<file path="config.mk">
export PLATFORM = sky130hd
export DESIGN_NAME = bram_shift_harness
export DESIGN_NICKNAME = d
export VERILOG_FILES = /design/src/rtl/bram_shift_harness.sv
export SDC_FILE = /design/constraint.sdc
export NUM_CORES = 1
export LEC_CHECK = 0
export ABC_CLOCK_PERIOD_IN_PS = 1740
export BUFFER_PORTS_ARGS = -buffer_cell sky130_fd_sc_hd__buf_2
export CORE_MARGIN = 10
export CORE_UTILIZATION = 35
export DETAILED_ROUTE_END_ITERATION = 12
export SLEW_MARGIN = 20
export SYNTH_ARGS = -nofsm -noshare
export SYNTH_HDL_FRONTEND = slang
export SYNTH_SLANG_ARGS = --single-unit
</file>
<file path="constraint.sdc">
create_clock -name clk_i -period 1.74 [get_ports clk_i]
set_input_delay 0.174 -clock clk_i [delete_from_list [all_inputs] [get_ports clk_i]]
set_output_delay 0.174 -clock clk_i [all_outputs]
set_load 0.01 [all_outputs]
</file>
<file path="src/rtl/bram_shift_harness.sv">
// bram_shift_harness: serial test harness around a fuzzed primitive.
// A serial bit stream is shifted into a DIN_N-bit word. A frame strobe
// applies the word to the DUT, samples the DUT response CAPTURE_DELAY
// cycles later and streams it back out MSB first.
//
// Ports:
//   clk_i        single clock, rising edge
//   rst_i        asynchronous reset, active high
//   di_i         serial data in, shifted into the LSB
//   stb_i        frame strobe: apply shifted word, start capture
//   do_o         serial data out (MSB of the output shift register)
//   busy_o       high while a frame is being captured or read out
//   frame_err_o  sticky flag for bad frame length or strobe while busy
//   dut_din_o    registered parallel word driven to the DUT
//   dut_dout_i   parallel word returned by the DUT
module bram_shift_harness #(
   parameter int unsigned DIN_N         = 8,
   parameter int unsigned DOUT_N        = 8,
   parameter int unsigned CAPTURE_DELAY = 1
) (
   input  logic              clk_i,
   input  logic              rst_i,
   input  logic              di_i,
   input  logic              stb_i,
   output logic              do_o,
   output logic              busy_o,
   output logic              frame_err_o,
   output logic [DIN_N-1:0]  dut_din_o,
   input  logic [DOUT_N-1:0] dut_dout_i
);

   // bit_cnt must hold DIN_N+1 so an over-long frame stays distinguishable.
   localparam int unsigned BIT_CNT_W = $clog2(DIN_N + 2);
   localparam int unsigned DLY_W     = 4;
   localparam int unsigned OUT_CNT_W = (DOUT_N > 1) ? $clog2(DOUT_N) : 1;

   typedef enum logic [1:0] {
      ST_IDLE,
      ST_WAIT,
      ST_SHIFT_OUT
   } state_e;

   state_e                 state_q, state_d;
   logic [DIN_N-1:0]       din_shr_q, din_shr_d;
   logic [DIN_N-1:0]       dut_din_q, dut_din_d;
   logic [DOUT_N-1:0]      dout_shr_q, dout_shr_d;
   logic [BIT_CNT_W-1:0]   bit_cnt_q, bit_cnt_d;
   logic [DLY_W-1:0]       dly_cnt_q, dly_cnt_d;
   logic [OUT_CNT_W-1:0]   out_cnt_q, out_cnt_d;
   logic                   busy_q, busy_d;
   logic                   frame_err_q, frame_err_d;
   logic                   accept_c;

   // A strobe is taken only in IDLE with exactly DIN_N bits since the last strobe.
   assign accept_c = stb_i && (state_q == ST_IDLE)
                     && (bit_cnt_q == BIT_CNT_W'(DIN_N));

   // State register
   always_ff @(posedge clk_i or posedge rst_i) begin
      if (rst_i) begin
         state_q <= ST_IDLE;
      end else begin
         state_q <= state_d;
      end
   end

   // Next-state logic
   always_comb begin
      state_d = state_q;
      case (state_q)
         ST_IDLE:      if (accept_c) state_d = ST_WAIT;
         ST_WAIT:      if (dly_cnt_q == '0) state_d = ST_SHIFT_OUT;
         ST_SHIFT_OUT: if (out_cnt_q == '0) state_d = ST_IDLE;
         default:      state_d = ST_IDLE;
      endcase
   end

   // Datapath / output next-state logic
   always_comb begin
      din_shr_d   = din_shr_q;
      bit_cnt_d   = bit_cnt_q;
      dut_din_d   = dut_din_q;
      dly_cnt_d   = dly_cnt_q;
      dout_shr_d  = dout_shr_q;
      out_cnt_d   = out_cnt_q;
      busy_d      = busy_q;
      frame_err_d = frame_err_q;

      // Shift-in runs in every state; a strobe cycle holds data and restarts the count.
      // The shift-and-or form keeps DIN_N == 1 free of out-of-range slices.
      if (stb_i) begin
         bit_cnt_d = '0;
      end else begin
         din_shr_d = (din_shr_q << 1) | DIN_N'(di_i);
         if (bit_cnt_q != BIT_CNT_W'(DIN_N + 1)) begin
            bit_cnt_d = bit_cnt_q + BIT_CNT_W'(1);
         end
      end

      if (stb_i && !accept_c) begin
         frame_err_d = 1'b1;
      end

      case (state_q)
         ST_IDLE: begin
            if (accept_c) begin
               dut_din_d = din_shr_q;
               dly_cnt_d = DLY_W'(CAPTURE_DELAY - 1);
               busy_d    = 1'b1;
            end
         end
         ST_WAIT: begin
            if (dly_cnt_q == '0) begin
               dout_shr_d = dut_dout_i;
               out_cnt_d  = OUT_CNT_W'(DOUT_N - 1);
            end else begin
               dly_cnt_d = dly_cnt_q - DLY_W'(1);
            end
         end
         ST_SHIFT_OUT: begin
            // Zero-fill so do_o returns to 0 once the word has been read out.
            dout_shr_d = dout_shr_q << 1;
            if (out_cnt_q == '0) begin
               busy_d = 1'b0;
            end else begin
               out_cnt_d = out_cnt_q - OUT_CNT_W'(1);
            end
         end
         default: ;
      endcase
   end

   // Datapath registers
   always_ff @(posedge clk_i or posedge rst_i) begin
      if (rst_i) begin
         din_shr_q   <= '0;
         bit_cnt_q   <= '0;
         dut_din_q   <= '0;
         dly_cnt_q   <= '0;
         dout_shr_q  <= '0;
         out_cnt_q   <= '0;
         busy_q      <= 1'b0;
         frame_err_q <= 1'b0;
      end else begin
         din_shr_q   <= din_shr_d;
         bit_cnt_q   <= bit_cnt_d;
         dut_din_q   <= dut_din_d;
         dly_cnt_q   <= dly_cnt_d;
         dout_shr_q  <= dout_shr_d;
         out_cnt_q   <= out_cnt_d;
         busy_q      <= busy_d;
         frame_err_q <= frame_err_d;
      end
   end

   assign do_o        = dout_shr_q[DOUT_N-1];
   assign busy_o      = busy_q;
   assign frame_err_o = frame_err_q;
   assign dut_din_o   = dut_din_q;

endmodule

</file>
==> After elaboration in Yosys (flattened, before gate mapping) <==
Index checks and enable logic that the tools add are counted.
{ "totals": {"ff_bits": 39, "inputBits": 12, "out_inout_bits": 11} }
{ "classes": {"addsub": 3, "n_mux": 17, "n_eq_ne": 9, "bitwise": 1, "reduce_logical": 17} }
{ "ops": {"columns": ["op", "count"], "rows": [
  ["4-bit 2-to-1 mux", 4],
  ["8-bit one-hot mux with 2 select lines", 1],
  ["3-bit AND reduction", 4],
  ["2-bit != test (second input constant)", 5],
  ["8-bit 2-to-1 mux", 1],
  ["8-bit by 1-bit OR with 8-bit output", 1],
  ["4-bit one-hot mux with 2 select lines", 1],
  ["2-bit nonzero test", 4],
  ["2-bit 2-to-1 mux", 3],
  ["3-bit 2-to-1 mux", 2],
  ["2-bit one-hot mux with 3 select lines", 1],
  ["3-bit one-hot mux with 2 select lines", 1],
  ["4-bit by 1-bit adder with 4-bit output (second input constant)", 1],
  ["4-bit equality test (second input constant)", 1],
  ["4-bit logical NOT", 1],
  ["4-bit != test (second input constant)", 1],
  ["2-bit AND reduction", 2],
  ["4-bit by 1-bit subtractor with 4-bit output (second input constant)", 1],
  ["1-bit logical AND", 3],
  ["3-bit logical NOT", 1],
  ["3-bit by 1-bit subtractor with 3-bit output (second input constant)", 1],
  ["2-bit by 1-bit equality test with 1-bit output (second input constant)", 1],
  ["2-bit equality test (second input constant)", 1],
  ["2-bit logical NOT", 1],
  ["3 further kinds", 4]
]} }

==> Longest topological paths before layout <==
Gate-level depths: netlist of the first run.
{ "depth": {"ltp_word": 5, "depth_mapped": 6, "depth_no_buf": 5} }

==> Worst setup path before layout of the first run <==
Ideal clock, no wire load.
{ "synth_timing": {"path_type": "reg2reg", "startpoint": "reg bit_cnt_q[0]", "endpoint": "reg dut_din_q[0], in the netlist dut_din_o[0]", "path_slack_ps": 164, "stages_incl_launch_ff": 6, "setup_time_ps": 125, "t_arrival_ps": 1451, "n_path_buf": 0, "cell_sequence": "dfrtp_1 -> inv_1 -> ha_1 -> nand4bb_1 -> nor2_2 -> mux2_2"} }
{ "synth_between": {"elab_chain_cells": 3} }
{ "synth_rtl": {"columns": ["item", "line", "text"], "rows": [
  ["start, declared", "47", "logic [BIT_CNT_W-1:0] bit_cnt_q, bit_cnt_d;"],
  ["start signal, assigned", "146", "bit_cnt_q <= bit_cnt_d;"],
  ["4-bit equality test", "56", "&& (bit_cnt_q == BIT_CNT_W'(DIN_N));"],
  ["1-bit logical AND", "56", null],
  ["2-bit AND reduction (no source line)", null, null],
  ["end signal, assigned", "147", "dut_din_q <= dut_din_d;"],
  ["end, declared", "45", "logic [DIN_N-1:0] dut_din_q, dut_din_d;"]
]} }
Every way passes these cells.
A chain may end at the register's enable or synchronous reset.

==> Worst setup path in the final report of the first run <==
{ "layout_timing": {"startpoint": "reg dly_cnt_q[0]", "endpoint": "reg dly_cnt_q[0]"} }
{ "layout_between": {"elab_chain_cells": 3, "elab_cells_between_ends": 6, "cone_classes": "add/sub (1); eq/ne (1); mux (2); reduce/logical (2)"} }
{ "layout_rtl": {"columns": ["item", "line", "text"], "rows": [
  ["start, declared", "48", "logic [DLY_W-1:0] dly_cnt_q, dly_cnt_d;"],
  ["start signal, assigned", "148", "dly_cnt_q <= dly_cnt_d;"],
  ["4-bit by 1-bit subtractor with 4-bit output or 4-bit logical NOT (tied branches)", "117, 113", null],
  ["4-bit 2-to-1 mux or 2-bit != test (tied branches)", null, null],
  ["4-bit one-hot mux with 2 select lines or 3-bit AND reduction (tied branches)", null, null]
]} }
Several ways; a longest one is shown, not always the timed one. The select of a mux whose other input is x is not followed.

==> impl_metrics.yaml, run 1 <==
synth:
  synth_cell_types: 32
  postSynthCellCount: 151
  synth.top_cell.area_share: 0.534
  netlist_area_um2: 1830
  yosysWarnings: 0
  yosys.area.top_type: "dfrtp_1"
  synth_nets: 170
  ys_ff_latch: 39
  synthTopCellsByArea: "dfrtp_1 (53%), mux2_2 (14%), mux2i_1 (4.9%)"
  yosysSeqAreaShare: 0.534
  syn_avg_cell_area_um2: 12.1
sta:
  tightest_slew_ns: 0.481
  setup_slack_ns: 0.0949
  timing.hold.ws_ns: 0.116
  setup_viol: 0
  period_share: 0.945
  max_freq_mhz: 608
  rsz0062_at_grt: "false"
  relSlewSlack: 0.679
  fin_skew_ns: 0.00601
  fin_crit_ns: 1.65
  maxSlewViolCount: 0
  setup_tns_ns: 0
  hold_viol_final: 0
route:
  finalWirelength_mm: 3.63
  drc: 0
  first_pass_iters: 4
  ant_nets: 0
  vias: 1249
  wl_per_cell_um: 14.2
  drtIter0Drc: 39
  vias_per_cell: 4.90
global_route:
  busiest_layer: "met2"
  globalRouteTotalUtil: 0.0911
  globalRouteMet1Util: 0.101
  grt_pass1_vias: 1324
  grt_pass1_wl_mm: 6.30
  grt_antenna_before_repair: 0
  overflow: 0
  globalRouteMet3Util: 0.0525
  grt_max_degree: 40
  grt_use_met2: 0.142
place:
  hpwl_mm: 2.59
  numPortBuffers: 22
  dp_slack_ns: 0.109
  place.gp.congestion: 0.869
setup_path:
  critPathSlowestCell: "or3b_2"
  required_ns: 1.96
  start_kind: "flop"
  path_max_fanout: 5
  worst_setup_path_end_kind: "flop"
  path_cells: "inv_1 -> ha_1 -> or3b_2 -> o2bb2ai_1 -> o21ai_1"
  critPathKind: "reg2reg"
  cpPeakStageDelay_ns: 0.51
  worstPathArrival_ns: 1.87
clock_tree:
  clockBufferDepth: 2
  clk_latency_ns: 0.30
  cts_buffers: 5
  clkSinkCount: 39
  clk_pin_slew_ns: 0.08
  cts_root_buf: "clkbuf_8"
  h-tree-depth: 2
  cts_tree: "built"
  post-cts-setup-buffers: 0
status:
  outcome: "finished, final reports clean"
floorplan:
  core.rowCount: 26
  die_area_um2: 8520
  core_area_um2: 5070
  die_w_um: 92.3
  die_h_um: 92.3
  pin_count: 23
  start_util: 0.360
pwr:
  p_per_area_nw_per_um2: 1210
  p_leak_uw: 0.00103
  ir_worst_vdd_mv: 0.557
final_layout:
  fillers: 506
  drive_gt1_frac: 0.351
  area_growth_pct: 19.9
  nets: 203
  num_antenna_cells: 0
job:
  maxCapViolCount: 0
min_path:
  min-delay-path-class: "in2reg"
==> through the flow <==
stage          cell area, um^2  utilization  total power (uW)  std cells
3_3_place_gp              2070        0.407              1860        246
5_1_grt                   2190        0.432              2840        255
2_1_floorplan             1830            -              1710        151
3_5_place_dp              2070        0.407              1910        246
4_1_cts                   2190        0.431              2680        255
6_report                  2190        0.432              2660        255
==> cells in the final DEF (no fill, tap or decap), drive strengths merged, types with 3 or more instances in the layout <==
| master | count |
|---|---|
| nand2b | 5 |
| buf | 30 |
| nor2 | 6 |
| nand4bb | 3 |
| ha | 7 |
| nand2 | 8 |
| mux2i | 9 |
| nand3 | 3 |
| o21ai | 12 |
| dfrtp | 39 |
| mux2 | 22 |
| inv | 9 |
| clkbuf | 5 |
==> layer usage <==
metal / part of all wire / vias up
met5: 0 / -
met4: 0.023 / 0
met3: 0.086 / 11
met2: 0.46 / 34
met1: 0.43 / 601
li1: - / 603
==> area by class of cell <==
cell class	instances	area [um^2]	share of cell area
multi-input combinational	98	803	0.366
clock buffer	5	68.8	0.0314
clock inverter	3	43.8	0.0200
sequential	39	976	0.445
timing repair buffer	31	180	0.0821
tap	70	87.6	0.0399
inverter	9	33.8	0.0154
==> synth_stat cells <==
| library cell | number |
|---|---|
| dfrtp_1 | 39 |
| mux2_2 | 22 |
| o21ai_0 | 12 |
| inv_1 | 9 |
| mux2i_1 | 9 |
| nand2_1 | 8 |
| ha_1 | 7 |
| nand2b_1 | 5 |
| nor2_1 | 5 |
| clkbuf_1 | 3 |
| nand3_1 | 3 |
| nand4bb_1 | 3 |
| a21oi_1 | 2 |
| a2bb2oi_1 | 2 |
| buf_2 | 2 |
| nand3b_1 | 2 |
| nor2b_1 | 2 |
| o22ai_1 | 2 |
| a21o_1 | 1 |
| a31oi_1 | 1 |
| a32o_1 | 1 |
| nor2_2 | 1 |
| nor3_1 | 1 |
| o21ba_2 | 1 |
| o2bb2ai_1 | 1 |
| o32ai_1 | 1 |
| or3b_2 | 1 |
| or4_1 | 1 |
| or4b_1 | 1 |
| or4b_2 | 1 |
| xnor2_1 | 1 |
| xor2_1 | 1 |
==> sequential cells by signal, summed over array words and instances, names as in the netlist <==
register	flops
bit_cnt_q	4
state_q	2
busy_o	1
din_shr_q	8
dout_shr_q	8
dut_din_o	8
out_cnt_q	3
dly_cnt_q	4
frame_err_o	1
==> kinds of logic after synthesis <==
logic type | count (synthesis) | share of synthesized area
flip-flops | 39 | 0.534
adder cells (fa/ha/maj) | 7 | 0.0479
AND/OR/NAND/NOR | 34 | 0.111
AO/OA/AOI/OAI | 24 | 0.0828
XOR/XNOR | 2 | 0.00958
buffers and inverters | 14 | 0.0301
multiplexers | 31 | 0.185
==> what timing repair did <==
action,in CTS,in global routing
hold buffers,1,0
hold endpoints to repair,23,0
resized for setup,0,2
setup endpoints to repair,0,8
==> report_power, final <==
part / switching [uW] / total (uW) / leakage (uW) / internal (uW)
registers: 150 / 1270 / 0.000481 / 1120
clock network: 335 / 762 / 0.0000581 / 427
logic: 290 / 627 / 0.000488 / 337
==> path summary, 6_finish.rpt <==
path                       slack (ns)            end  depth (start not counted)         start
max in group asynchronous        0.87  dout_shr_q[3]                          4         rst_i
setup / recovery                 0.09   dly_cnt_q[0]                          5  dly_cnt_q[0]
hold / removal                   0.12   din_shr_q[0]                          2          di_i
hold reg to reg                  0.48    frame_err_o                          1   frame_err_o
min in group asynchronous        0.53   din_shr_q[4]                          4         rst_i
setup reg to reg                 0.09   dly_cnt_q[0]                          5  dly_cnt_q[0]
==> critical path: cells and delay by family (launching register included) <==
family	cells	cell delay, ns
and+or+nand+nor	1	0.51
buffers and inverters	1	0.12
adders and majority gates	1	0.21
DFF	1	0.39
AOI/OAI and AO/OA	2	0.35
Power figures use the tool's default switching activity.
==> inputs of run 2 (changes only) <==
- ABC_AREA: not set -> 1
==> impl_metrics.yaml, run 2 <==
sta:
  relSlewSlack: 0.674
  setup_tns_ns: 0
  setup_viol: 0
  setup_slack_ns: 0.323
  fin_crit_ns: 1.42
  fin_skew_ns: 0.00477
  rsz0062_at_grt: "false"
  max_freq_mhz: 706
  hold_viol_final: 25
  tightest_slew_ns: 0.489
  period_share: 0.814
  timing.hold.ws_ns: -0.0182
  maxSlewViolCount: 0
global_route:
  grt_antenna_before_repair: 0
  grt_pass1_wl_mm: 5.89
  globalRouteTotalUtil: 0.0820
  grt_max_degree: 40
  grt_pass1_vias: 1318
  overflow: 0
clock_tree:
  clk_latency_ns: 0.29
  cts_tree: "built"
  post_cts_resize_count: 0
  clk_pin_slew_ns: 0.08
  hold_buffers: 0
  post-cts-setup-buffers: 0
  cts_buffers: 5
  clkSinkCount: 39
  clockBufferDepth: 2
  h-tree-depth: 2
  cts_root_buf: "clkbuf_8"
place:
  dp_slack_ns: 0.315
  place.gp.congestion: 0.723
  numPortBuffers: 22
  hpwl_mm: 2.32
synth:
  yosysSeqAreaShare: 0.517
  synth_cell_types: 28
  yosys.area.top_type: "dfrtp_1"
  synth_simple_gate_area_share: 0.257
  synth_top_family_by_area: "simple AND/OR/NAND/NOR gates"
  synth_nets: 231
  yosysWarnings: 0
  synth-edff-count: 0
  synthTopCellsByArea: "dfrtp_1 (52%), nand2_1 (15%), ha_1 (4.6%)"
  netlist_area_um2: 1890
  ys_ff_latch: 39
  synthAdderAreaFrac: 0.0464
  synth_compound_gate_area_share: 0.0968
  yosysMostFrequentCell: "nand2_1"
  ys.flop_type: "dfrtp_1"
  synthArstFlopShare: 1.00
  synthMuxAreaShare: 0
  synth_xor_area_frac: 0.00464
  postSynthCellCount: 212
  synth_common_cells: "nand2_1 (77), dfrtp_1 (39), inv_1 (23), o21ai_0 (13)"
  syn_avg_cell_area_um2: 8.91
  synth.top_cell.area_share: 0.517
floorplan:
  die_h_um: 93.4
  die_area_um2: 8730
  core.rowCount: 26
  pin_count: 23
  core_area_um2: 5170
  die_w_um: 93.4
  start_util: 0.365
route:
  ant_nets: 0
  vias: 1338
  drtIter0Drc: 72
  vias_per_cell: 4.33
  wl_per_cell_um: 10.6
  first_pass_iters: 4
  drc: 0
  finalWirelength_mm: 3.29
final_layout:
  fillers: 529
  final_cell_mix: "nand2_1 (77), dfrtp_1 (39), inv_1 (23)"
  layout_commonest_cell: "nand2_1"
  register_area_um2: 976
  area_growth_pct: 14.3
  drive_gt1_frac: 0.230
  num_antenna_cells: 0
  nets: 257
  multi_input_area_um2: 764
status:
  outcome: "finished, violations left"
  violations: "hold timing"
setup_path:
  rr_startpoint: "bit_cnt_q[0]"
  ff2ff_path_depth: 7
  required_ns: 1.97
  r2r_slack_ns: 0.32
  rr_endpoint: "dly_cnt_q[0]"
  critPathKind: "reg2reg"
  worst_setup_path_end_kind: "flop"
  path_max_fanout: 21
  start_kind: "flop"
  worstPathArrival_ns: 1.65
pwr:
  p_leak_uw: 0.00115
  p_per_area_nw_per_um2: 851
  ir_worst_vdd_mv: 0.378
min_path:
  min-delay-path-class: "in2async"
job:
  maxCapViolCount: 0
run 2: cell types whose count changed in the layout (fill, tap and decap cells not counted), moves of 3 or more:
cell	delta
inv_2	+3
o21ai_2	+9
nand2b_1	-5
nand3_1	+5
mux2_2	-22
buf_4	-7
nor2_1	+4
mux2i_1	-9
nand2_2	+3
inv_1	+14
nand2_1	+69
run 2: routing by layer:
layer,GRT usage,routed length (um),up-vias,share of wire
met5,0,0,-,0
met4,0.0193,37,0,0.011
met3,0.0432,246,7,0.075
met2,0.124,1340,24,0.41
met1,0.100,1660,600,0.51
li1,-,-,707,-
run 2: critical path: stages, from the launching register on:
cell and delay [ns]:
dfrtp_1 0.41, inv_1 0.10, ha_1 0.14, nand2_1 0.05, nand3b_4 0.34, nand2_4 0.18, nand3_1 0.08, nand2_1 0.06
run 2: where the power goes:
group	total [uW]	internal, uW	switching (uW)
logic	164	61.9	102
registers	997	966	31.4
clock network	675	362	313
run 2: how the worst max path moves through the flow:
stage / startpoint / endpoint / depth (start not counted)
after detailed placement: bit_cnt_q[0] / dly_cnt_q[0] / 7
after CTS: bit_cnt_q[0] / dly_cnt_q[0] / 7
after floorplan: bit_cnt_q[0] / frame_err_o / 6
final: bit_cnt_q[0] / dly_cnt_q[0] / 7
after global routing: bit_cnt_q[0] / dly_cnt_q[1] / 7
after global placement: bit_cnt_q[0] / dly_cnt_q[0] / 7
run 2: layout make-up:
cell class | count | area share
timing repair buffer | 23 | 0.0545
sequential | 39 | 0.452
multi-input combinational | 141 | 0.354
clock buffer | 8 | 0.0464
inverter | 28 | 0.0522
tap | 70 | 0.0406
run 2: kinds of logic (layout without fill, tap and decap cells):
kind of cell | after synthesis | count (layout)
flip-flops | 39 | 39
XOR/XNOR | 1 | 1
AND/OR/NAND/NOR | 105 | 105
adder cells (fa/ha/maj) | 7 | 7
AO/OA/AOI/OAI | 28 | 28
buffers and inverters | 32 | 59
run 2: through the flow:
stage	hold slack (ns)	cells	power [uW]	utilization	instance area, um^2
after floorplan	0.291	212	1130	-	1890
after global placement	0.325	301	1180	0.398	2060
after detailed placement	0.329	301	1180	0.398	2060
after CTS	0.0112	309	1860	0.417	2160
after global routing	0.0465	309	1950	0.417	2160
final	-0.0182	309	1840	0.417	2160
==> inputs of run 3 (changes only) <==
- ABC_CLOCK_PERIOD_IN_PS: 1740 -> 1350
- clock period: 1.74 -> 1.35 ns (I/O delays scaled with it)
==> impl_metrics.yaml, run 3 (synthesized netlist as in run 2, its figures left out) <==
setup_path:
  start_kind: "flop"
  path_max_fanout: 7
  ff2ff_path_depth: 8
  rr_startpoint: "dly_cnt_q[0]"
  required_ns: 1.58
  critPathSlowestCell: "dfrtp_1"
  crit_start: "dly_cnt_q[0]"
  cp_top_family: "simple AND/OR/NAND/NOR gates"
  worstPathArrival_ns: 1.55
  crit_top_cell: "nand2_1"
  path_cells: "inv_2 -> ha_4 -> nand3_4 -> nor2_4 -> nor2_8 -> clkinv_4 -> nand2_1 -> nand2_1"
  crit_path_end: "dout_shr_q[4]"
  cp.depth: 8
  rr_endpoint: "dout_shr_q[4]"
  worst_setup_path_end_kind: "flop"
  r2r_slack_ns: 0.03
  cpPeakStageDelay_ns: 0.40
  crit_buf_inv: 2
  critPathKind: "reg2reg"
sta:
  maxSlewViolCount: 0
  max_freq_mhz: 759
  fin_skew_ns: 0.00583
  period_share: 0.976
  fin_crit_ns: 1.32
  rsz0062_at_grt: "true"
  tightest_slew_ns: 0.489
  setup_slack_ns: 0.0320
  setup_viol: 0
  relSlewSlack: 0.674
  hold_viol_final: 0
  setup_tns_ns: 0
final_layout:
  layout_commonest_cell: "nand2_1"
  final_cell_mix: "nand2_1 (72), dfrtp_1 (39), buf_2 (22)"
  fillers: 515
  nets: 269
  area_growth_pct: 23.0
  finish.utilization: 0.449
  num_antenna_cells: 0
  fin_area_um2: 2320
  drive_gt1_frac: 0.295
route:
  finalWirelength_mm: 3.52
  drc: 0
  vias: 1397
  ant_nets: 0
  drtIter0Drc: 84
  first_pass_iters: 4
  wl_per_cell_um: 11.0
  vias_per_cell: 4.35
pwr:
  seq_power_share: 0.486
  pwr-share-clk: 0.429
  p_int_uw: 2070
  p_per_area_nw_per_um2: 1140
  p_switching_uw: 572
  p_sw_frac: 0.217
  fin_total_pwr_uw: 2640
  ir_worst_vdd_mv: 0.766
  p_leak_uw: 0.00123
  comb_power_share: 0.085
floorplan:
  pin_count: 23
  start_util: 0.365
  die_area_um2: 8730
  die_w_um: 93.4
  die_h_um: 93.4
  core_area_um2: 5170
  core.rowCount: 26
place:
  hpwl_mm: 2.47
  place.gp.congestion: 0.766
  place_area_um2: 2100
  numPortBuffers: 22
  dp_slack_ns: -0.0289
global_route:
  grt_pass1_vias: 1443
  grt_antenna_before_repair: 0
  overflow: 0
  grt_pass1_wl_mm: 6.44
  grt_max_degree: 40
  globalRouteTotalUtil: 0.0903
clock_tree:
  cts_root_buf: "clkbuf_8"
  h-tree-depth: 2
  cts_tree: "built"
  clk_latency_ns: 0.29
  clkSinkCount: 39
  clk_pin_slew_ns: 0.07
  clockBufferDepth: 2
  cts_buffers: 5
status:
  outcome: "finished, final reports clean"
min_path:
  min-delay-path-class: "in2reg"
  min-delay-start: "dut_dout_i[0]"
job:
  maxCapViolCount: 0
## run 3: changes by cell type in the layout (fill, tap and decap cells not counted), sizes merged
cell         delta
nor2            +1
dlygate4sd3     +1
buf            +10
bufinv          +2
clkbuf          -2
inv             -1
clkinv          +1
## run 3: worst min path at each step
stage | end | slack [ns] | depth (start not counted)
after detailed placement | dout_shr_q[5] | 0.29 | 3
after CTS | dout_shr_q[0] | 0.06 | 3
after global placement | dut_din_o[7] | 0.29 | 3
after global routing | din_shr_q[0] | 0.07 | 3
after floorplan | dout_shr_q[0] | 0.25 | 2
final | dout_shr_q[0] | 0.07 | 3
## run 3: metrics by stage
step,cells,hold slack [ns]
finish,321,0.0655
global route,321,0.0669
CTS,316,0.0563
detailed placement,306,0.285
global placement,306,0.285
floorplan,212,0.252
## run 3: what timing repair did
action	in CTS	in global routing
setup buffers	1	4
gates cloned	0	1
endpoints found under the setup margin	10	19
resized for setup	2	10
hold buffers	1	0
endpoints found under the hold margin	39	0
pin swaps	1	7
## run 3: area by class of cell
cell class / instances / area (um^2) / share of cell area
Clock buffer: 6 / 72.6 / 0.0312
Clock inverter: 2 / 60.1 / 0.0259
Inverter: 28 / 115 / 0.0496
Multi-Input combinational cell: 142 / 801 / 0.345
Sequential cell: 39 / 976 / 0.420
Tap cell: 70 / 87.6 / 0.0377
Timing Repair Buffer: 34 / 210 / 0.0905
## run 3: power by group through the flow
stage          logic [uW]  clock network, uW  registers, uW
6_report              224               1130           1280
5_1_grt               272               1220           1290
4_1_cts               228               1170           1280
3_5_place_dp          224                  0           1310
3_3_place_gp          222                  0           1310
2_1_floorplan         151                  0           1310
## run 3: worst register-to-register path: stages (launching register included)
cell	delay, ns
dfrtp_1	0.40
inv_2	0.11
ha_4	0.15
nand3_4	0.09
nor2_4	0.24
nor2_8	0.09
clkinv_4	0.08
nand2_1	0.05
nand2_1	0.05
## run 3: routing by layer
layer | up-vias | wire length, um | global-route usage
li1 | 736 | - | -
met1 | 628 | 1630 | 0.106
met2 | 28 | 1600 | 0.144
met3 | 5 | 244 | 0.0384
met4 | 0 | 45 | 0.0308
met5 | - | 0 | 0
